### src/rtl/i3c_pkg.sv
// i3c_pkg: types and constants shared by the I3C target-side IBI logic.
//   ibi_status_e  outcome codes written to LAST_IBI_STATUS
//   ibi_desc_t    latched IBI descriptor (mandatory data byte + payload length)
//   IbiMdbOffset  bit position of the MDB within a descriptor word
//   IbiLenWidth   width of the payload length field (bits [IbiLenWidth-1:0])
package i3c_pkg;

  localparam int IbiMdbOffset = 24;
  localparam int IbiLenWidth  = 8;

  typedef enum logic [1:0] {
    IbiStsOk       = 2'b00,
    IbiStsNacked   = 2'b01,
    IbiStsAborted  = 2'b10,
    IbiStsDisabled = 2'b11
  } ibi_status_e;

  typedef struct packed {
    logic [7:0]             mdb;
    logic [IbiLenWidth-1:0] len;
  } ibi_desc_t;

endpackage

### src/rtl/ibi_byte_serializer.sv
// ibi_byte_serializer: turns IBI payload words into a valid/ready byte stream.
// A word is loaded into a shift buffer and sent least significant byte first.
// Only the bytes still owed for the current IBI are counted as valid, so the
// unused upper bytes of the final word are never presented.
//   start_i      begin a new IBI: take the byte count from len_i, empty buffer
//   len_i        payload byte count of the new IBI
//   load_i       capture word_i into the shift buffer (only when need_word_o)
//   word_i       payload word from the queue
//   clear_i      discard the buffered bytes (abort)
//   ready_i      downstream accepts byte_o
//   byte_o       current byte; valid_o while the buffer holds bytes
//   last_o       current byte is the final payload byte
//   need_word_o  buffer is empty, or empties with this cycle's handshake
module ibi_byte_serializer #(
  parameter int unsigned IbiDataWidth = 32,
  parameter int unsigned LenWidth     = 8
) (
  input  logic                    clk_i,
  input  logic                    rst_ni,
  input  logic                    start_i,
  input  logic [LenWidth-1:0]     len_i,
  input  logic                    load_i,
  input  logic [IbiDataWidth-1:0] word_i,
  input  logic                    clear_i,
  input  logic                    ready_i,
  output logic [7:0]              byte_o,
  output logic                    valid_o,
  output logic                    last_o,
  output logic                    need_word_o
);

  localparam int unsigned Bpw  = IbiDataWidth / 8;
  localparam int unsigned CntW = $clog2(Bpw + 1);

  logic [IbiDataWidth-1:0] shift_q;
  logic [CntW-1:0]         cnt_q;      // bytes left in the shift buffer
  logic [LenWidth-1:0]     left_q;     // bytes left in the whole IBI
  logic [LenWidth-1:0]     left_after;
  logic                    handshake;

  assign valid_o     = (cnt_q != '0);
  assign byte_o      = shift_q[7:0];
  assign handshake   = valid_o && ready_i;
  assign last_o      = valid_o && (left_q == LenWidth'(1));
  assign need_word_o = (cnt_q == '0) || ((cnt_q == CntW'(1)) && handshake);
  assign left_after  = handshake ? left_q - LenWidth'(1) : left_q;

  always_ff @(posedge clk_i or negedge rst_ni) begin
    if (!rst_ni) begin
      shift_q <= '0;
      cnt_q   <= '0;
      left_q  <= '0;
    end else if (start_i) begin
      left_q <= len_i;
      cnt_q  <= '0;
    end else if (clear_i) begin
      cnt_q <= '0;
    end else begin
      left_q <= left_after;
      if (load_i) begin
        // Loading in the cycle the previous word's last byte goes keeps the
        // stream gap-free across word boundaries.
        shift_q <= word_i;
        cnt_q   <= (left_after >= LenWidth'(Bpw)) ? CntW'(Bpw) : CntW'(left_after);
      end else if (handshake) begin
        shift_q <= shift_q >> 8;
        cnt_q   <= cnt_q - CntW'(1);
      end
    end
  end

endmodule

### src/rtl/tti_ibi_sequencer.sv
// tti_ibi_sequencer: target-side In-Band Interrupt sequencer.
// Pops an IBI descriptor (MDB in [31:24], LEN in [7:0]) and its payload words
// from the TTI IBI queue, requests the IBI from the target bus FSM, retries on
// NACK, streams the payload bytes and writes the outcome to LAST_IBI_STATUS.
// Optional feature: define I3C_IBI_RETRY_EN to enable NACK retries with a
// RetryDelay-cycle backoff; otherwise the first NACK ends the IBI.
// Ports:
//   ibi_queue_empty_i/rdata_i/rd_o  first-word fall-through IBI queue read side
//   ibi_en_i                        CONTROL.IBI_EN
//   ibi_req_o, ibi_mdb_o            IBI request and its mandatory data byte
//   ibi_ack_i, ibi_nack_i           controller response to the IBI address
//   ibi_byte_o/valid_o/last_o       payload byte stream, ibi_byte_ready_i
//   ibi_abort_i                     controller ended the read early
//   ibi_status_o, ibi_status_we_o   LAST_IBI_STATUS value and write strobe
//   busy_o                          an IBI is in progress
module tti_ibi_sequencer
  import i3c_pkg::*;
#(
  parameter int unsigned IbiDataWidth = 32,
  parameter int unsigned MaxRetries   = 3,
  parameter int unsigned RetryDelay   = 16
) (
  input  logic                    clk_i,
  input  logic                    rst_ni,
  input  logic                    ibi_queue_empty_i,
  input  logic [IbiDataWidth-1:0] ibi_queue_rdata_i,
  output logic                    ibi_queue_rd_o,
  input  logic                    ibi_en_i,
  output logic                    ibi_req_o,
  output logic [7:0]              ibi_mdb_o,
  input  logic                    ibi_ack_i,
  input  logic                    ibi_nack_i,
  output logic [7:0]              ibi_byte_o,
  output logic                    ibi_byte_valid_o,
  output logic                    ibi_byte_last_o,
  input  logic                    ibi_byte_ready_i,
  input  logic                    ibi_abort_i,
  output logic [1:0]              ibi_status_o,
  output logic                    ibi_status_we_o,
  output logic                    busy_o
);

  localparam int unsigned Bpw = IbiDataWidth / 8;

`ifdef I3C_IBI_RETRY_EN
  localparam int unsigned RetryW = (MaxRetries > 0) ? $clog2(MaxRetries + 1) : 1;
  localparam int unsigned DelayW = (RetryDelay > 1) ? $clog2(RetryDelay) : 1;

  typedef enum logic [2:0] {StIdle, StReq, StBackoff, StSend, StDrain, StStatus} state_e;

  logic [RetryW-1:0] retry_cnt_q;
  logic [DelayW-1:0] delay_cnt_q;
`else
  typedef enum logic [2:0] {StIdle, StReq, StSend, StDrain, StStatus} state_e;

  // Retry parameters are accepted so both builds share one interface.
  if ((MaxRetries > 0) || (RetryDelay > 0)) begin : g_retry_params_ignored
  end
`endif

  state_e                 state_q;
  ibi_desc_t              desc_q;
  ibi_desc_t              desc_in;
  logic [IbiLenWidth-1:0] words_left_q;
  logic [IbiLenWidth-1:0] words_in;
  logic [IbiLenWidth:0]   len_round;
  ibi_status_e            status_q;
  logic                   req_q;
  logic                   status_we_q;

  logic pop_start, pop_send, pop_drain;
  logic need_word, byte_hs;

  assign desc_in   = '{mdb: ibi_queue_rdata_i[IbiMdbOffset +: 8],
                       len: ibi_queue_rdata_i[IbiLenWidth-1:0]};
  assign len_round = {1'b0, desc_in.len} + (IbiLenWidth + 1)'(Bpw - 1);
  assign words_in  = IbiLenWidth'(len_round / (IbiLenWidth + 1)'(Bpw));

  // NOTE: the pop strobe is decoded combinationally from state and queue
  // status so it lands in the same cycle as the head word it consumes; a
  // registered strobe would pop one cycle after the word was used.
  assign pop_start = (state_q == StIdle) && !ibi_queue_empty_i && ibi_en_i;
  assign pop_send  = (state_q == StSend) && need_word && (words_left_q != '0) &&
                     !ibi_queue_empty_i;
  assign pop_drain = (state_q == StDrain) && (words_left_q != '0) && !ibi_queue_empty_i;
  assign ibi_queue_rd_o = pop_start || pop_send || pop_drain;

  assign byte_hs         = ibi_byte_valid_o && ibi_byte_ready_i;
  assign ibi_req_o       = req_q;
  assign ibi_mdb_o       = desc_q.mdb;
  assign ibi_status_o    = status_q;
  assign ibi_status_we_o = status_we_q;
  assign busy_o          = (state_q != StIdle);

  ibi_byte_serializer #(
    .IbiDataWidth(IbiDataWidth),
    .LenWidth    (IbiLenWidth)
  ) u_serializer (
    .clk_i      (clk_i),
    .rst_ni     (rst_ni),
    .start_i    (pop_start),
    .len_i      (desc_in.len),
    .load_i     (pop_send),
    .word_i     (ibi_queue_rdata_i),
    .clear_i    ((state_q == StSend) && ibi_abort_i),
    .ready_i    (ibi_byte_ready_i),
    .byte_o     (ibi_byte_o),
    .valid_o    (ibi_byte_valid_o),
    .last_o     (ibi_byte_last_o),
    .need_word_o(need_word)
  );

  always_ff @(posedge clk_i or negedge rst_ni) begin
    if (!rst_ni) begin
      state_q      <= StIdle;
      desc_q       <= '0;
      words_left_q <= '0;
      status_q     <= IbiStsOk;
      req_q        <= 1'b0;
      status_we_q  <= 1'b0;
`ifdef I3C_IBI_RETRY_EN
      retry_cnt_q  <= '0;
      delay_cnt_q  <= '0;
`endif
    end else begin
      // NOTE: non-blocking defaults followed by conditional overrides: the last
      // assignment in the block wins, so the write strobe is high exactly in
      // the cycle after it is set.
      status_we_q <= 1'b0;
      unique case (state_q)
        StIdle: begin
          if (pop_start) begin
            desc_q       <= desc_in;
            words_left_q <= words_in;
            req_q        <= 1'b1;
            state_q      <= StReq;
`ifdef I3C_IBI_RETRY_EN
            retry_cnt_q  <= '0;
`endif
          end
        end
        StReq: begin
          // nack beats a simultaneous ack; an ack beats a falling enable since
          // the IBI is then already owned by the bus.
          if (ibi_nack_i) begin
            req_q <= 1'b0;
`ifdef I3C_IBI_RETRY_EN
            if (retry_cnt_q < RetryW'(MaxRetries)) begin
              retry_cnt_q <= retry_cnt_q + RetryW'(1);
              delay_cnt_q <= '0;
              state_q     <= StBackoff;
            end else begin
              status_q <= IbiStsNacked;
              state_q  <= StDrain;
            end
`else
            status_q <= IbiStsNacked;
            state_q  <= StDrain;
`endif
          end else if (ibi_ack_i) begin
            req_q <= 1'b0;
            if (desc_q.len == '0) begin
              status_q    <= IbiStsOk;
              status_we_q <= 1'b1;
              state_q     <= StStatus;
            end else begin
              state_q <= StSend;
            end
          end else if (!ibi_en_i) begin
            req_q    <= 1'b0;
            status_q <= IbiStsDisabled;
            state_q  <= StDrain;
          end
        end
`ifdef I3C_IBI_RETRY_EN
        StBackoff: begin
          if (!ibi_en_i) begin
            status_q <= IbiStsDisabled;
            state_q  <= StDrain;
          end else if (delay_cnt_q == DelayW'(RetryDelay - 1)) begin
            delay_cnt_q <= '0;
            req_q       <= 1'b1;
            state_q     <= StReq;
          end else begin
            delay_cnt_q <= delay_cnt_q + DelayW'(1);
          end
        end
`endif
        StSend: begin
          // ibi_en_i is deliberately not looked at: the transfer is on the bus.
          if (pop_send) words_left_q <= words_left_q - IbiLenWidth'(1);
          if (ibi_abort_i) begin
            status_q <= IbiStsAborted;
            state_q  <= StDrain;
          end else if (byte_hs && ibi_byte_last_o) begin
            status_q    <= IbiStsOk;
            status_we_q <= 1'b1;
            state_q     <= StStatus;
          end
        end
        StDrain: begin
          if (words_left_q == '0) begin
            status_we_q <= 1'b1;
            state_q     <= StStatus;
          end else if (pop_drain) begin
            words_left_q <= words_left_q - IbiLenWidth'(1);
          end
        end
        StStatus: state_q <= StIdle;
        default:  state_q <= StIdle;
      endcase
    end
  end

endmodule

### config.mk
export PLATFORM = sky130hd
export DESIGN_NAME = tti_ibi_sequencer
export DESIGN_NICKNAME = d
export VERILOG_FILES = /design/src/rtl/i3c_pkg.sv /design/src/rtl/ibi_byte_serializer.sv /design/src/rtl/tti_ibi_sequencer.sv
export SDC_FILE = /design/constraint.sdc
export NUM_CORES = 1
export LEC_CHECK = 0
export CORE_MARGIN = 5
export CORE_UTILIZATION = 54
export CTS_BUF_LIST = sky130_fd_sc_hd__clkbuf_4
export DETAILED_ROUTE_END_ITERATION = 10
export PLACE_DENSITY = 0.8
export SKIP_CTS_REPAIR_TIMING = 1
export SYNTH_ARGS = -nofsm -noshare
export SYNTH_HDL_FRONTEND = slang
export SYNTH_HIERARCHICAL = 1
export SYNTH_SLANG_ARGS = --single-unit
### constraint.sdc
create_clock -name clk_i -period 2.94 [get_ports clk_i]
set_input_delay 0.294 -clock clk_i [delete_from_list [all_inputs] [get_ports clk_i]]
set_output_delay 0.294 -clock clk_i [all_outputs]
set_load 0.01 [all_outputs]
Yosys cells after proc, flatten, opt, wreduce, memory -nomap -nowiden
Index checks and enable logic that the tools add are counted.
{"block": "word_totals", "reg_bits": 74, "input_bits": 40, "out_inout_bits": 24, "elab_cells": 108}
{"block": "op_classes", "n_eq_ne": 14, "add_sub_neg": 4, "muxes": 43, "n_reduce_logical": 34, "n_lt_le_gt_ge": 1, "n_bitwise": 2}
{"operator": "2-to-1 mux 32 bit", "count": 2}
{"operator": "2-to-1 mux 8 bit", "count": 7}
{"operator": "2-to-1 mux 3 bit", "count": 13}
{"operator": "one-hot mux 8 bit (3 select lines)", "count": 1}
{"operator": "zero test 8 bit", "count": 2}
{"operator": "subtractor 8 x 1 -> 8 bit, second input constant", "count": 2}
{"operator": "logical AND 1 bit", "count": 12}
{"operator": "2-to-1 mux 2 bit", "count": 6}
{"operator": "one-hot mux 3 bit (4 select lines)", "count": 1}
{"operator": "2-to-1 mux 1 bit", "count": 10}
{"operator": "inequality test 2 bit, second input constant", "count": 5}
{"operator": "adder 8 x 2 -> 9 bit, second input constant", "count": 1}
{"operator": "nonzero test 3 bit", "count": 3}
{"operator": "equality test 8 x 1 -> 1 bit, second input constant", "count": 1}
{"operator": ">= comparator 8 x 3 -> 1 bit, second input constant", "count": 1}
{"operator": "inequality test 4 bit, second input constant", "count": 2}
{"operator": "AND reduction 4 bit", "count": 2}
{"operator": "nonzero test 8 bit", "count": 1}
{"operator": "equality test 3 x 1 -> 1 bit, second input constant", "count": 2}
{"operator": "equality test 3 x 2 -> 1 bit, second input constant", "count": 2}
{"operator": "zero test 3 bit", "count": 2}
{"operator": "AND reduction 3 bit", "count": 2}
{"operator": "nonzero test 2 bit", "count": 3}
{"operator": "AND reduction 5 bit", "count": 1}
{"operator": "other kinds (11)", "count": 14}

Logic depth before layout (Yosys ltp)
Gate-level depths: netlist of the first run.
{"block": "logic_depth", "depth_word": 10, "mapped_depth": 11, "mapped_depth_nobuf": 10}

By module
Netlist of the first run, hierarchy kept.
{"mod": "ibi_byte_serializer", "area_each_um2": 2348.5, "instances": 1, "cells_each": 232, "seq_area_each_um2": 1076.0}
{"mod": "tti_ibi_sequencer", "area_each_um2": 1721.7, "instances": 1, "cells_each": 189, "seq_area_each_um2": 775.7}

Worst setup path before layout of the first run
Ideal clock, no wire load.
{"block": "synth_path", "kind": "flip-flop to flip-flop", "from": "register words_left_q[4]", "to": "register u_serializer.cnt_q[1]", "required_ps": 2820, "arrival_ps": 2221, "setup_ps": 120, "synth_period_minus_slack_ps": 2341, "path_stages_with_launch": 8, "setup_slack_ps": 599, "path_buffers": 1, "path_cell_list": "dfrtp_1 > or4_4 > nor4b_4 > and4bb_2 > and2_1 > buf_1 > o2111a_1 > a31o_2"}
{"block": "synth_between", "elab_chain_cells": 6, "word_cells_on_any_way": 7, "cone_classes": "3 x mux; 4 x reduce/logical"}
{"element": "start: declaration", "line": "tti_ibi_sequencer.sv:64", "source": "logic [IbiLenWidth-1:0] words_left_q;"}
{"element": "start signal: assignment", "line": "tti_ibi_sequencer.sv:134", "source": "words_left_q <= words_in;"}
{"element": "start signal: assignment", "line": "tti_ibi_sequencer.sv:191", "source": "if (pop_send) words_left_q <= words_left_q - IbiLenWidth'(1);"}
{"element": "start signal: assignment", "line": "tti_ibi_sequencer.sv:206", "source": "words_left_q <= words_left_q - IbiLenWidth'(1);"}
{"element": "nonzero test 8 bit (*)", "line": "tti_ibi_sequencer.sv:83", "source": "assign pop_send = (state_q == StSend) && need_word && (words_left_q != '0) &&"}
{"element": "logical AND 1 bit (*) (2 in a row)", "line": "tti_ibi_sequencer.sv:83"}
{"element": "named net pop_send", "line": "tti_ibi_sequencer.sv:71", "source": "logic pop_start, pop_send, pop_drain;"}
{"element": "2-to-1 mux 3 bit", "line": "ibi_byte_serializer.sv:60", "source": "if (load_i) begin"}
{"element": "2-to-1 mux 3 bit", "line": "ibi_byte_serializer.sv:56", "source": "end else if (clear_i) begin"}
{"element": "2-to-1 mux 3 bit", "line": "ibi_byte_serializer.sv:53", "source": "end else if (start_i) begin"}
{"element": "end signal: assignment", "line": "ibi_byte_serializer.sv:64", "source": "cnt_q <= (left_after >= LenWidth'(Bpw)) ? CntW'(Bpw) : CntW'(left_after);"}
{"element": "end signal: assignment", "line": "ibi_byte_serializer.sv:67", "source": "cnt_q <= cnt_q - CntW'(1);"}
{"element": "end: declaration", "line": "ibi_byte_serializer.sv:36", "source": "logic [CntW-1:0] cnt_q;"}
Mark *: on every way through the listed nets, which the timed path passes. The rest lies on a longest branch.
A chain may end at the register's enable or synchronous reset.

Final worst setup path of the first run
{"block": "layout_path", "from": "register words_left_q[4]", "to": "output ibi_queue_rd_o"}
{"block": "layout_between", "elab_chain_cells": 5, "word_cells_on_any_way": 7, "cone_classes": "7 x reduce/logical"}
{"element": "nonzero test 8 bit (*)", "line": "tti_ibi_sequencer.sv:83, tti_ibi_sequencer.sv:85"}
{"element": "logical AND 1 bit (2 in a row)", "line": "tti_ibi_sequencer.sv:83"}
{"element": "logical OR 1 bit", "line": "tti_ibi_sequencer.sv:86", "source": "assign ibi_queue_rd_o = pop_start || pop_send || pop_drain;"}
{"element": "logical OR 1 bit (*)", "line": "tti_ibi_sequencer.sv:86"}
{"element": "end: declaration", "line": "tti_ibi_sequencer.sv:27", "source": "output logic ibi_queue_rd_o,"}
Mark *: on every way between the ends. The rest lies on a longest branch, timed or not.

==> impl_metrics.yaml, run 1 <==
outcome:
  status: "completed"
global_route:
  overflow: 0
  grt_use_total: 0.2048
  grt_pass1_wl_um: 15940
  grt_pass1_vias: 3349
  grt_antenna_before_repair: 0
  grt_max_degree: 57
setup_path:
  critPathArrivalTime_ns: 2.41
  path_class: "flop to primary output"
  start_kind: "flop"
  endpoint_kind: "primary output"
  worst_ep_required_time_ns: 2.65
  worst-path-max-fanout: 6
synth:
  synthArstFlopShare: 1.000
  synth_top_area_share: 0.4550
  ys_types: 66
  synthCells: 421
  synth_seq_area_share: 0.4550
  synth_edf_count: 0
  synth_top_area_cell: "dfrtp_1"
  synth_fp_nets: 468
  avgSynthCellArea_sq_um: 9.668
  synth.most_common_cell: "nand2_1"
  ys_ff_latch: 74
  synthTopCellsByArea: "dfrtp_1 (45%), nand2_1 (7.1%), mux2i_1 (5.9%)"
  syn_area_sq_mm: 0.004070
  ys.flop_type: "dfrtp_1"
  ys_warn_count: 6
  synth_commonest_cells: "nand2_1 (77), dfrtp_1 (74), o21ai_0 (48), mux2i_1 (24), buf_4 (17)"
clock_network:
  htreeDepth: 3
  clkTransAtPathRegs_ns: 0.13
  numCtsBuffers: 9
  cts_tree: "built"
  cts.sinks: 74
  cts_root_buf: "clkbuf_4"
  clockBufferDepth: 2
  insertion_delay_ns: 0.43
detailed_routing:
  finalWirelength_um: 9253
  num_vias: 3261
  drt_iter0_markers: 251
  drtAntennaViolNets: 0
  wire_per_inst_um: 16.20
  vias_per_cell: 5.711
  dr.pass1.iters: 4
  drc: 0
power:
  p_int_mw: 2.539
  p_leak_nw: 2.014
  p_seq_frac: 0.400
  powerDensity_mw_per_mm2: 906.0
  power_switching_mw: 1.828
  power_frac_clock: 0.140
  swShare: 0.4186
  ir_drop_uv: 481.8
  comb_power_share: 0.460
floorplanning:
  num_io_pins: 64
  start_util: 0.5582
  dieArea_sq_mm: 0.009373
  core_area_sq_mm: 0.007292
  num_rows: 31
  die_w_um: 96.82
  die_h_um: 96.82
sta:
  final_hold_viol_count: 0
  worstMarginPinSlew_ns: 0.7322
  rsz0062_at_grt: "false"
  slew_violations: 0
  fmax_ghz: 0.3702
  finalSetupTns_ns: 0
  min_period_over_period: 0.9188
  fin_skew_ns: 0.01581
  setup_viol: 0
  layout_min_cycle_time_ns: 2.701
  layout_setup_ws_ns: 0.2386
  slew_headroom: 0.5119
place:
  post-place-ws_ns: 0.4078
  dp_cells: 554
  io_buffers: 63
  gp_congestion: 0.8371
  place_hpwl_um: 6849
hold_path:
  hold_class: "input port to flop"
cells_and_area:
  final_layout_size_suffix_gt1_frac: 0.1165
  nFillCells: 615
  finalNonFillerCells: 571
  synthToLayoutAreaGrowth_pct: 18.44
  multi_input_area_sq_mm: 0.001953
  num-nets-final: 514
  diodes: 0
  regArea_sq_mm: 0.001852
job:
  drv_cap: 0
## state kept, by name (all words and copies together), names as in the netlist
signal / flops
desc_q: 8
u_serializer/cnt_q: 3
ibi_mdb_o: 8
words_left_q: 8
ibi_status_we_o: 1
state_q: 3
u_serializer/shift_q: 32
u_serializer/left_q: 8
ibi_status_o: 2
ibi_req_o: 1
## metal layers
layer	share of wire	global-route usage	wire length (um)
met1	0.44	0.2665	4076
met2	0.49	0.3408	4580
met3	0.051	0.04388	476
met4	0.013	0.06587	119
met5	0	0	0
## cell usage in the layout, fill, tap and decap left out, types with 9 or more instances in the layout
master / synthesis / final
a21oi_1: 16 / 16
a22o_1: 9 / 9
clkbuf_4: 0 / 9
clkdlybuf4s50_1: 0 / 62
dfrtp_1: 74 / 74
mux2i_1: 24 / 24
nand2_1: 77 / 77
nand3_1: 10 / 10
nor2_1: 16 / 16
o21ai_0: 48 / 48
## cells by family (layout without fill, tap and decap cells)
kind of cell,count (synthesis),count (layout),share of synthesized area
mux,32,32,0.08116
flops,74,74,0.4550
simple gates,144,144,0.1801
xor+xnor,13,13,0.02797
fa+ha+maj,7,7,0.02152
compound gates,103,103,0.1660
buf+inv,48,99,0.06824
## power by group through the flow
stage | Sequential (mW) | Combinational [mW] | Clock (mW)
6_report | 1.75 | 2.01 | 0.611
5_1_grt | 1.80 | 2.26 | 0.667
4_1_cts | 1.74 | 2.02 | 0.624
3_5_place_dp | 1.76 | 2.01 | 0
3_3_place_gp | 1.74 | 1.93 | 0
2_1_floorplan | 1.64 | 1.57 | 0
## final cells by class
class                      count  area share
sequential                    74      0.3841
tap                           99     0.02569
inverter                      12    0.009343
timing repair buffer          71      0.1479
clock buffer                   9     0.01402
clock inverter                 7     0.01376
multi-input combinational    299      0.4051
## critical path, cell delays in order, from the launching register on
cell	delay [ns]
dfrtp_1	0.45
or4_4	0.59
nor4b_4	0.32
o31ai_2	0.13
clkdlybuf4s50_1	0.50
## worst paths after layout
| kind | start | to | slack (ns) | depth (start not counted) |
|---|---|---|---|---|
| max | words_left_q[4] | ibi_queue_rd_o | 0.24 | 4 |
| min | ibi_queue_rdata_i[27] | ibi_mdb_o[3] | 0.42 | 3 |
| max reg2reg | words_left_q[4] | u_serializer/cnt_q[1] | 0.38 | 6 |
| min reg2reg | u_serializer/shift_q[16] | u_serializer/shift_q[16] | 0.50 | 2 |
| max in group asynchronous | rst_ni | u_serializer/shift_q[0] | 1.81 | 3 |
| min in group asynchronous | rst_ni | u_serializer/left_q[2] | 0.44 | 2 |
## stage by stage
step / hold slack (ns) / utilization / cell area (sq um) / total power, mW
6_report: 0.4154 / 0.6611 / 4821 / 4.368
5_1_grt: 0.4255 / 0.6611 / 4821 / 4.731
4_1_cts: -0.1001 / 0.6596 / 4810 / 4.382
3_5_place_dp: 0.3884 / 0.6412 / 4676 / 3.769
3_3_place_gp: 0.3912 / 0.6412 / 4676 / 3.665
2_1_floorplan: -0.001591 / - / 4070 / 3.210
No activity file was read; power rests on OpenSTA's default activity.
==> run 2: changes to the inputs <==
--- a/config.mk
+++ b/config.mk
@@ -5,6 +5,7 @@
 export SDC_FILE = /design/constraint.sdc
 export NUM_CORES = 1
 export LEC_CHECK = 0
+export ABC_AREA = 1
 export CORE_MARGIN = 5
 export CORE_UTILIZATION = 54
 export CTS_BUF_LIST = sky130_fd_sc_hd__clkbuf_4
==> run 2 against run 1 <==
Effect of this change:
- routed wire length up 14%
- die area up 4.8%
- sequential power about the same
- flip-flop and latch count unchanged
- clock power up 5.2%
- critical endpoint unchanged
- design area up 4.7%
- combinational power up 26%
- non-clock buffer count unchanged
==> impl_metrics.yaml, run 2 <==
outcome:
  status: "completed"
clock_network:
  htreeDepth: 3
  insertion_delay_ns: 0.42
  clockBufferDepth: 2
  cts.sinks: 74
  cts_root_buf: "clkbuf_4"
  numCtsBuffers: 9
  clkTransAtPathRegs_ns: 0.12
  cts_tree: "built"
floorplanning:
  dieArea_sq_mm: 0.009820
  die_h_um: 99.10
  num_rows: 32
  core_area_sq_mm: 0.007727
  num_io_pins: 64
  start_util: 0.5547
  die_w_um: 99.10
sta:
  finalSetupTns_ns: 0
  layout_setup_ws_ns: 0.2440
  fmax_ghz: 0.3709
  final_hold_viol_count: 0
  min_period_over_period: 0.9170
  slew_headroom: 0.6108
  layout_min_cycle_time_ns: 2.696
  worstMarginPinSlew_ns: 0.5830
  slew_violations: 0
  fin_skew_ns: 0.02019
  rsz0062_at_grt: "false"
  setup_viol: 0
place:
  io_buffers: 63
  gp_congestion: 0.9065
  place_hpwl_um: 7665
  post-place-ws_ns: 0.4351
synth:
  synth_edf_count: 0
  ys_ff_latch: 74
  synth_top_family_by_area: "simple AND/OR/NAND/NOR gates"
  synthTopCellsByArea: "dfrtp_1 (43%), nand2_1 (18%), nand3_1 (6.7%)"
  synthCells: 585
  ys_types: 33
  synth_fp_nets: 632
  ys.flop_type: "dfrtp_1"
  synth.most_common_cell: "nand2_1"
  avgSynthCellArea_sq_um: 7.328
  synth_top_area_share: 0.4320
  synthArstFlopShare: 1.000
  syn_area_sq_mm: 0.004287
  synth_top_area_cell: "dfrtp_1"
  synth_commonest_cells: "nand2_1 (200), dfrtp_1 (74), nand3_1 (57), inv_1 (55), nor2_1 (46)"
  synthSimpleGateAreaFrac: 0.3371
  synth.area.mux_share: 0
  synthXorXnorAreaFrac: 0.01022
  ys_warn_count: 6
  synth_seq_area_share: 0.4320
  synth_compound_area_frac: 0.09574
  synth_fa_ha_area_frac: 0.02043
cells_and_area:
  finish.utilization: 0.6533
  top_register: "u_serializer/shift_q"
  regArea_sq_mm: 0.001852
  final_cell_mix: "nand2_1 (200), dfrtp_1 (74), clkdlybuf4s50_1 (62)"
  final_common_cell: "nand2_1"
  final_layout_size_suffix_gt1_frac: 0.08307
  synthToLayoutAreaGrowth_pct: 17.78
  num-nets-final: 680
  diodes: 0
  multi_input_area_sq_mm: 0.001994
  largest_register_ffs: 32
  nFillCells: 648
detailed_routing:
  vias_per_cell: 5.292
  drtAntennaViolNets: 0
  dr.pass1.iters: 7
  wire_per_inst_um: 14.25
  num_vias: 3916
  drc: 0
  drt_iter0_markers: 212
  finalWirelength_um: 10550
global_route:
  overflow: 0
  grt_max_degree: 75
  grt_pass1_vias: 3819
  grt_use_total: 0.2212
  grt_pass1_wl_um: 17590
  grt_antenna_before_repair: 0
power:
  p_leak_nw: 2.525
  powerDensity_mw_per_mm2: 981.0
  ir_drop_uv: 593.0
job:
  drv_cap: 0
setup_path:
  endpoint_kind: "primary output"
  worst_ep_required_time_ns: 2.65
  critPathArrivalTime_ns: 2.40
  worst-path-max-fanout: 9
  start_kind: "flop"
  path_class: "flop to primary output"
hold_path:
  hold_class: "input port to asynchronous set/reset pin"
-- run 2: cell types whose count changed after synthesis, moves of 9 or more --
cell     delta
a22o_1      -9
a31oi_1     +9
inv_1      +47
mux2i_1    -24
nand2_1   +123
nand3_1    +47
nor2_1     +30
o21ai_0    -12
-- run 2: per-layer routing --
metal / global-route usage / vias up / part of all wire
met5: 0 / - / 0
met4: 0.05882 / 0 / 0.0085
met3: 0.06101 / 9 / 0.071
met2: 0.3765 / 135 / 0.51
met1: 0.2781 / 1824 / 0.41
li1: - / 1948 / -
-- run 2: critical path, cell delays in order (launching register included) --
cell	delay [ns]
dfrtp_1	0.39
inv_1	0.10
ha_1	0.23
nand2_1	0.07
nor2_1	0.04
nand2_1	0.15
nand3_2	0.24
nand3_4	0.20
clkdlybuf4s50_1	0.55
-- run 2: per-stage QoR --
step / power, mW / instances / instance area, sq um / hold slack [ns]
finish: 4.953 / 740 / 5049 / 0.4246
global route: 5.393 / 740 / 5049 / 0.4131
CTS: 4.960 / 739 / 5031 / -0.1050
detailed placement: 4.309 / 723 / 4890 / 0.3547
global placement: 4.204 / 723 / 4890 / 0.3569
floorplan: 3.638 / 585 / 4287 / -0.001591
-- run 2: where the power goes --
| group | internal (mW) | switching (mW) |
|---|---|---|
| Sequential | 1.45 | 0.311 |
| Combinational | 1.03 | 1.52 |
| Clock | 0.270 | 0.373 |
-- run 2: kinds of logic (layout without fill, tap and decap cells) --
| kind of cell | Yosys count | after routing |
|---|---|---|
| adders and majority gates | 7 | 7 |
| and+or+nand+nor | 330 | 330 |
| DFF | 74 | 74 |
| AOI/OAI and AO/OA | 73 | 73 |
| buffers and inverters | 96 | 149 |
| xor gates and xnor gates | 5 | 5 |
-- run 2: final cells by class --
type                    count  area share
clock buffers              10     0.01487
well taps                 102     0.02528
flip-flops and latches     74      0.3668
repair buffers             71      0.1388
clock inverters             6     0.01314
inverters                  62     0.04610
multi-input cells         415      0.3950
-- run 2: final timing paths --
kind | startpoint | to | cells past startpoint | slack (ns)
max in group asynchronous | rst_ni | u_serializer/left_q[4] | 3 | 2.20
worst max-delay path | words_left_q[0] | ibi_queue_rd_o | 8 | 0.24
min in group clk_i | ibi_queue_rdata_i[28] | ibi_mdb_o[4] | 3 | 0.44
worst max register to register | u_serializer/cnt_q[0] | u_serializer/shift_q[23] | 14 | 0.58
worst min register to register | ibi_mdb_o[7] | ibi_mdb_o[7] | 2 | 0.49
worst min-delay path | rst_ni | ibi_status_o[1] | 3 | 0.42
